<file path="config.mk">
export PLATFORM = sky130hd
export DESIGN_NAME = tmds_std_dec
export DESIGN_NICKNAME = d
export VERILOG_FILES = /design/src/rtl/tmds_std_dec.sv
export SDC_FILE = /design/constraint.sdc
export NUM_CORES = 1
export LEC_CHECK = 0
export BUFFER_PORTS_ARGS = -buffer_cell sky130_fd_sc_hd__buf_2
export CAP_MARGIN = 20
export CELL_PAD_IN_SITES_DETAIL_PLACEMENT = 0
export CELL_PAD_IN_SITES_GLOBAL_PLACEMENT = 1
export CORE_AREA = 2 2 90 109
export DETAILED_ROUTE_END_ITERATION = 8
export DIE_AREA = 0 0 92 111
export PLACE_DENSITY = 0.88
export SKIP_CTS_REPAIR_TIMING = 1
export SLEW_MARGIN = 20
export SYNTH_ARGS = -nofsm -noshare
export SYNTH_HDL_FRONTEND = slang
export SYNTH_SLANG_ARGS = --single-unit
</file>
<file path="constraint.sdc">
create_clock -name clk -period 4.23 [get_ports clk]
set_input_delay 0.846 -clock clk [delete_from_list [all_inputs] [get_ports clk]]
set_output_delay 0.846 -clock clk [all_outputs]
set_load 0.02 [all_outputs]
</file>
<file path="src/rtl/tmds_std_dec.sv">
// tmds_std_dec: TMDS receive decoder with control-token word alignment.
// Bit-slips through ten offsets until tokens lock, then decodes symbols.
module tmds_std_dec #(
    parameter int LOCK_COUNT     = 8,
    parameter int SEARCH_TIMEOUT = 64,
    parameter int LOSS_TIMEOUT   = 4096
) (
    input  logic       clk,
    input  logic       reset,
    input  logic [9:0] din,
    input  logic       din_valid,
    output logic [7:0] dout,
    output logic       de,
    output logic       c0,
    output logic       c1,
    output logic       out_valid,
    output logic       locked,
    output logic [3:0] bit_offset,
    output logic [7:0] slip_cnt
);

    localparam int SW = $clog2(SEARCH_TIMEOUT);
    localparam int RW = $clog2(LOCK_COUNT + 1);
    localparam int IW = $clog2(LOSS_TIMEOUT);

    typedef enum logic {
        ST_SEARCH = 1'b0,
        ST_LOCKED = 1'b1
    } state_t;

    state_t      state_q, state_d;
    logic [9:0]  prev_din_q, prev_din_d;
    logic [9:0]  a_word_q, a_word_d;
    logic        a_hit_q, a_hit_d;
    logic [1:0]  a_tok_q, a_tok_d;
    logic        a_valid_q, a_valid_d;
    logic [7:0]  dout_q, dout_d;
    logic        de_q, de_d;
    logic        c0_q, c0_d;
    logic        c1_q, c1_d;
    logic        out_valid_q, out_valid_d;
    logic [3:0]  bit_offset_q, bit_offset_d;
    logic [7:0]  slip_cnt_q, slip_cnt_d;
    logic [SW-1:0] search_cnt_q, search_cnt_d;
    logic [RW-1:0] ctrl_run_q, ctrl_run_d;
    logic [IW-1:0] idle_cnt_q, idle_cnt_d;

    logic [9:0]  w;
    logic        hit;
    logic [1:0]  tok;
    logic [7:0]  q;
    logic [7:0]  data_byte;
    logic [RW-1:0] run_inc;

    // aligned word: 10 bits of {din, prev_din} starting at the current offset
    assign w = 10'({din, prev_din_q} >> bit_offset_q);

    // match the aligned word against the four control tokens
    always_comb begin
        hit = 1'b1;
        tok = 2'b00;
        unique case (w)
            10'b1101010100: tok = 2'b00;
            10'b0010101011: tok = 2'b01;
            10'b0101010100: tok = 2'b10;
            10'b1010101011: tok = 2'b11;
            default:        hit = 1'b0;
        endcase
    end

    // undo the transition-minimising and DC-balance stages of the encoder
    always_comb begin
        q = a_word_q[9] ? ~a_word_q[7:0] : a_word_q[7:0];
        data_byte[0] = q[0];
        for (int i = 1; i < 8; i++) begin
            data_byte[i] = a_word_q[8] ? (q[i] ^ q[i-1])
                                       : ~(q[i] ^ q[i-1]);
        end
    end

    // next-state: window, two pipeline stages and the alignment FSM
    always_comb begin
        state_d      = state_q;
        prev_din_d   = prev_din_q;
        a_word_d     = a_word_q;
        a_hit_d      = a_hit_q;
        a_tok_d      = a_tok_q;
        a_valid_d    = a_valid_q;
        dout_d       = dout_q;
        de_d         = de_q;
        c0_d         = c0_q;
        c1_d         = c1_q;
        out_valid_d  = 1'b0;
        bit_offset_d = bit_offset_q;
        slip_cnt_d   = slip_cnt_q;
        search_cnt_d = search_cnt_q;
        ctrl_run_d   = ctrl_run_q;
        idle_cnt_d   = idle_cnt_q;
        run_inc      = hit ? ctrl_run_q + 1'b1 : '0;
        if (din_valid) begin
            prev_din_d = din;
            a_word_d   = w;
            a_hit_d    = hit;
            a_tok_d    = tok;
            a_valid_d  = 1'b1;
            if (a_valid_q) begin
                if (a_hit_q) begin
                    de_d   = 1'b0;
                    dout_d = 8'h00;
                    c1_d   = a_tok_q[1];
                    c0_d   = a_tok_q[0];
                end else begin
                    de_d   = 1'b1;
                    dout_d = data_byte;
                end
            end
            unique case (state_q)
                ST_SEARCH: begin
                    search_cnt_d = search_cnt_q + 1'b1;
                    ctrl_run_d   = run_inc;
                    if (run_inc == RW'(LOCK_COUNT)) begin
                        state_d      = ST_LOCKED;
                        idle_cnt_d   = '0;
                        search_cnt_d = '0;
                        ctrl_run_d   = '0;
                    end else if (search_cnt_q == SW'(SEARCH_TIMEOUT - 1)) begin
                        bit_offset_d = (bit_offset_q == 4'd9) ? 4'd0
                                                              : bit_offset_q + 4'd1;
                        search_cnt_d = '0;
                        ctrl_run_d   = '0;
                        if (slip_cnt_q != 8'hff) begin
                            slip_cnt_d = slip_cnt_q + 8'd1;
                        end
                    end
                end
                ST_LOCKED: begin
                    if (hit) begin
                        idle_cnt_d = '0;
                    end else if (idle_cnt_q == IW'(LOSS_TIMEOUT - 1)) begin
                        state_d      = ST_SEARCH;
                        idle_cnt_d   = '0;
                        search_cnt_d = '0;
                        ctrl_run_d   = '0;
                    end else begin
                        idle_cnt_d = idle_cnt_q + 1'b1;
                    end
                end
                default: state_d = ST_SEARCH;
            endcase
            out_valid_d = a_valid_q && (state_d == ST_LOCKED);
        end
    end

    // state registers, cleared asynchronously
    always_ff @(posedge clk or posedge reset) begin
        if (reset) begin
            state_q      <= ST_SEARCH;
            prev_din_q   <= '0;
            a_word_q     <= '0;
            a_hit_q      <= 1'b0;
            a_tok_q      <= '0;
            a_valid_q    <= 1'b0;
            dout_q       <= '0;
            de_q         <= 1'b0;
            c0_q         <= 1'b0;
            c1_q         <= 1'b0;
            out_valid_q  <= 1'b0;
            bit_offset_q <= '0;
            slip_cnt_q   <= '0;
            search_cnt_q <= '0;
            ctrl_run_q   <= '0;
            idle_cnt_q   <= '0;
        end else begin
            state_q      <= state_d;
            prev_din_q   <= prev_din_d;
            a_word_q     <= a_word_d;
            a_hit_q      <= a_hit_d;
            a_tok_q      <= a_tok_d;
            a_valid_q    <= a_valid_d;
            dout_q       <= dout_d;
            de_q         <= de_d;
            c0_q         <= c0_d;
            c1_q         <= c1_d;
            out_valid_q  <= out_valid_d;
            bit_offset_q <= bit_offset_d;
            slip_cnt_q   <= slip_cnt_d;
            search_cnt_q <= search_cnt_d;
            ctrl_run_q   <= ctrl_run_d;
            idle_cnt_q   <= idle_cnt_d;
        end
    end

    assign dout       = dout_q;
    assign de         = de_q;
    assign c0         = c0_q;
    assign c1         = c1_q;
    assign out_valid  = out_valid_q;
    assign locked     = (state_q == ST_LOCKED);
    assign bit_offset = bit_offset_q;
    assign slip_cnt   = slip_cnt_q;

endmodule
</file>
# Word-level counts from Yosys, hierarchy flattened
# Cells that the tools add are included.
# W data, S select, Z words.
dict set report word_totals {
  reg_bits 71
  inputBits 13
}
dict set report classes {
  reduce_logical 8
  shifts 1
  bitwise 17
  n_eq_ne 12
  n_addsub 5
  n_mux 34
}
# op n
set ops {}
lappend ops {{$mux W12} 3}
lappend ops {{$mux W4} 6}
lappend ops {{$mux W6} 4}
lappend ops {{$pmux W12 S2} 1}
lappend ops {{$eq A10 B10 Y1 const B} 2}
lappend ops {{$shr A20 B4 Y10} 1}
lappend ops {{$mux W8} 2}
lappend ops {{$mux W1} 14}
lappend ops {{$add A12 B1 Y12 const B} 1}
lappend ops {{$eq A12 B12 Y1 const B} 1}
lappend ops {{$pmux W6 S2} 1}
lappend ops {{$eq A10 B8 Y1 const B} 1}
lappend ops {{$eq A10 B9 Y1 const B} 1}
lappend ops {{$not A1 Y1} 9}
lappend ops {{$add A4 B1 Y4 const B} 2}
lappend ops {{$add A8 B1 Y8 const B} 1}
lappend ops {{$eq A4 B4 Y1 const B} 2}
lappend ops {{$ne A8 B8 Y1 const B} 1}
lappend ops {{$not A8 Y8} 1}
lappend ops {{$pmux W4 S2} 1}
lappend ops {{$xor A1 B1 Y1} 7}
lappend ops {{$add A6 B1 Y6 const B} 1}
lappend ops {{$eq A6 B6 Y1 const B} 1}
lappend ops {{$pmux W2 S3} 1}
lappend ops {{other kinds (9)} 12}

# Logic depth before layout (Yosys ltp)
dict set report logic_depth {
  ltp_word 11
  ltp_mapped 13
}

# Least setup slack after synthesis
# OpenSTA, ideal clock, no wires.
dict set report synth_path {
  path_type {in2reg}
  start {in din[5]}
  end {reg idle_cnt_q[6]}
  stages 10
  setup_ns 0.128
  required_time_ns 4.102
  slack_ns 0.944
  arrival_ns 3.158
  path_buffers 2
  cell_sequence {mux4_1 -> mux4_2 -> a211o_1 -> nor4b_2 -> and3b_1 -> buf_6 -> o311ai_4 -> buf_6 -> o21ai_1 -> o41ai_1}
}
dict set report synth_via {
  elab_chain_cells 8
}
# item line
set synth_rtl {}
lappend synth_rtl {{start, declared} 10} ;# input logic [9:0] din,
lappend synth_rtl {{$shr A20 B4 Y10 *} 56} ;# assign w = 10'({din, prev_din_q} >> bit_offset_q);
lappend synth_rtl {{$eq A10 B10 Y1, or another cell as far along} 62} ;# unique case (w)
lappend synth_rtl {{$reduce_or A4 Y1 (no line) *} --}
lappend synth_rtl {{$mux W1 *} 62}
lappend synth_rtl {{$mux W4} 99} ;# run_inc = hit ? ctrl_run_q + 1'b1 : '0;
lappend synth_rtl {{$eq A4 B4 Y1} 121} ;# if (run_inc == RW'(LOCK_COUNT)) begin
lappend synth_rtl {{$ne A2 B2 Y1 (no line)} --}
lappend synth_rtl {{$reduce_and A2 Y1 (no line)} --}
lappend synth_rtl {{end signal, assigned} 189} ;# idle_cnt_q <= idle_cnt_d;
lappend synth_rtl {{end, declared} 46} ;# logic [IW-1:0] idle_cnt_q, idle_cnt_d;
# Mark *: on every way between the ends. The rest lies on a longest branch, timed or not.
# A chain may end at the register's enable or synchronous reset.

# Worst setup path in the final report
dict set report layout_path {
  start {reg bit_offset_q[0], in the netlist bit_offset[0]}
  end {reg search_cnt_q[0]}
}
dict set report layout_via {
  elab_chain_cells 8
}
# item line
set layout_rtl {}
lappend layout_rtl {{start, declared} 42} ;# logic [3:0] bit_offset_q, bit_offset_d;
lappend layout_rtl {{start signal, assigned} 185} ;# bit_offset_q <= bit_offset_d;
lappend layout_rtl {{$shr A20 B4 Y10 *} 56}
lappend layout_rtl {{$eq A10 B10 Y1, or another cell as far along} 62}
lappend layout_rtl {{$reduce_or A4 Y1 (no line) *} --}
lappend layout_rtl {{$mux W1 *} 62}
lappend layout_rtl {{$mux W4} 99}
lappend layout_rtl {{$eq A4 B4 Y1} 121}
lappend layout_rtl {{$mux W6} 121}
lappend layout_rtl {{$pmux W6 S2} 117} ;# unique case (state_q)
lappend layout_rtl {{end signal, assigned} 187} ;# search_cnt_q <= search_cnt_d;
lappend layout_rtl {{end, declared} 44} ;# logic [SW-1:0] search_cnt_q, search_cnt_d;
# Marked as above.

==> metrics.cfg <==
[routing]
via_count=3315
drt_wl_total_um=9500
dr.pass1.iters=6
drt-vias-per-instance=5.97
wl_per_cell_um=17.1
drtIter0Drc=157
drc=0
antenna_left=0

[synth]
synth_edf_count=0
ys_types=62
ys_ff_latch=71
syn_inst=391
yosys_most_used_dff=dfrtp_1
syn-num-nets=408
yosys_warnings=0
seq_area_frac_synth_pct=41.5
avgSynthCellArea_um2=11.0
synthesis.area_um2=4280
synth-async-reset-ratio_pct=100

[global_route]
overflow=0
grt_pass1_wl_um=15900
grt_max_degree=44
grt_usage_pct=19.4
grt_pass1_vias=3195
antenna_found_initial=0

[cells_and_area]
final_util_pct=52.7
postLayoutCellArea_um2=4890
fin_cells=555
fillCellCount=809
drive_gt1_share_pct=28.2
syn_to_final_growth_pct=14.1
nNetsFinal=444
diodes=0

[min_path]
hold_path_class=reg -> reg

[sta]
skew_ns=0.00575
finalHoldViolCount=0
maxSlewViolCount=0
max_slew.worst_pin.slew_ns=1.00
period_needed_ns=3.76
postLayoutSetupSlackWorst_ns=0.469
fin_crit_sh_pct=88.9
setup_viol=0
max_freq_ghz=0.266
finalSetupTns_ns=0
rsz0062_at_grt=no
relSlewSlack_pct=33.0
whs_ns=0.498

[clock_tree]
clk_path_buf_depth=2
cts_buffers=9
clock_sinks=71
insertion_delay_ns=0.33
clkSlewWorstSetupHoldPaths_ns=0.06
cts_tree=yes
cts-root-buf=clkbuf_16
htreeDepth=3

[power]
power_density_nw_per_um2=429
power.share.clock_pct=36.7
p_seq_share_pct=42.5
leakagePower_nw=2.09
p_int_mw=1.48
pwr-share-comb_pct=20.8
swShare_pct=29.5
total_power_mw=2.10
worst_ir_drop_vdd_mv=0.222
p_sw_mw=0.617

[floorplanning]
initial_utilization_pct=46.2
coreArea_um2=9270
die_y_um=111
dieArea_um2=10200
io_pins=38
num_rows=39
die_w_um=92

[worst_setup_path]
arrival_ns=3.98
startpoint_type=flip-flop
cp.required_ns=4.45
end_kind=flip-flop
crit_fanout=12
path_class=reg -> reg

[status]
status=finished, final reports clean

[placed_design]
dp.cells=539
place_area_um2=4580
pre_cts_ws_ns=0.383
hpwl_um=6650
place_congestion=0.904
io_buffers=37

[job]
max-cap-violations=0

[logic make-up (layout without fill, tap and decap cells)]
family | Yosys count | after routing | share of synthesized area, %
AO/OA/AOI/OAI | 79 | 79 | 13.4
XOR/XNOR | 21 | 21 | 4.29
adder cells (fa/ha/maj) | 4 | 4 | 1.17
buffers and inverters | 32 | 73 | 3.83
flip-flops | 71 | 71 | 41.5
multiplexers | 54 | 54 | 19.9
AND/OR/NAND/NOR | 130 | 130 | 15.9
[cell usage after synthesis (all sizes together) (2+ instances only)]
cell | instances | share of area [%]
nor2b | 5 | 0.73
o211ai | 3 | 0.53
a31oi | 3 | 0.44
nand3 | 23 | 2.7
a21o | 4 | 0.70
xor2 | 6 | 1.2
o21ai | 19 | 2.2
buf | 17 | 2.5
a21boi | 2 | 0.35
xnor2 | 15 | 3.1
nor2 | 22 | 2.1
nor4 | 3 | 0.44
or2 | 8 | 1.2
a22o | 11 | 2.2
ha | 4 | 1.2
a211o | 2 | 0.41
a21oi | 11 | 1.3
mux4 | 22 | 12
clkbuf | 5 | 0.44
o31ai | 3 | 0.64
a211oi | 2 | 0.35
nand4b | 5 | 1.0
nor3b | 2 | 0.35
mux2i | 8 | 1.9
a22oi | 4 | 0.70
nor4b | 3 | 0.76
inv | 10 | 0.88
nor3 | 9 | 1.1
and3 | 8 | 1.2
nand2 | 33 | 2.9
nand3b | 3 | 0.53
dfrtp | 71 | 41
o41ai | 2 | 0.41
o21a | 3 | 0.53
mux2 | 24 | 6.3
[power groups by stage]
stage / Combinational, mW / Sequential [mW] / Clock (mW)
final: 0.436 / 0.891 / 0.769
after global routing: 0.482 / 0.907 / 0.811
after CTS: 0.440 / 0.890 / 0.782
after detailed placement: 0.436 / 0.902 / 0
after global placement: 0.426 / 0.895 / 0
after floorplan: 0.314 / 0.903 / 0
[final cells by class]
type / count / area [µm²] / area share (%)
timing repair buffer: 47 / 260 / 5.33
inverter: 10 / 37.5 / 0.768
sequential: 71 / 1780 / 36.4
clock buffer: 11 / 253 / 5.17
multi-input combinational: 288 / 2350 / 48.1
clock inverter: 5 / 56.3 / 1.15
tap: 123 / 154 / 3.15
[state kept, by name, indices dropped and copies added (netlist names)]
name          count
out_valid         1
c1                1
prev_din_q       10
dout              8
ctrl_run_q        4
search_cnt_q      6
de                1
bit_offset        4
a_word_q         10
c0                1
slip_cnt          8
a_valid_q         1
a_tok_q           2
idle_cnt_q       12
a_hit_q           1
locked            1
[worst paths after layout]
path	from	to	slack, ns	cells after the start
worst max-delay path	bit_offset[0]	search_cnt_q[0]	0.47	8
worst min-delay path	c1	c1	0.50	1
worst max register to register	bit_offset[0]	search_cnt_q[0]	0.47	8
worst min register to register	c1	c1	0.50	1
max in group asynchronous	reset	bit_offset[3]	2.79	3
min in group asynchronous	reset	slip_cnt[4]	0.68	2
[worst max-delay path: stages (launching register included)]
cell and delay [ns]:
dfrtp_1 0.72, mux4_1 0.67, mux4_2 0.51, a211o_1 0.30
nor4b_2 0.29, and3b_1 0.46, or2_1 0.29, a21oi_1 0.12
mux2_2 0.27
[routing by layer]
| layer | global-route usage, % | vias to the layer above | part of all wire [%] |
|---|---|---|---|
| met5 | 0 | - | 0 |
| met1 | 26.1 | 1650 | 44 |
| met3 | 2.45 | 16 | 4.4 |
| li1 | - | 1545 | - |
| met4 | 8.66 | 0 | 2.1 |
| met2 | 31.5 | 104 | 49 |
[cell usage in the layout, fill, tap and decap left out, drive strengths merged, types with 4 or more instances in the layout]
cell type	instances
a21o	4
a21oi	11
a22o	11
a22oi	4
and3	8
buf	47
clkbuf	11
dfrtp	71
ha	4
inv	10
mux2	24
mux2i	8
mux4	22
nand2	33
nand3	23
nand4b	5
nor2	22
nor2b	5
nor3	9
o21ai	19
or2	8
xnor2	15
xor2	6
Power figures use the tool's default switching activity.
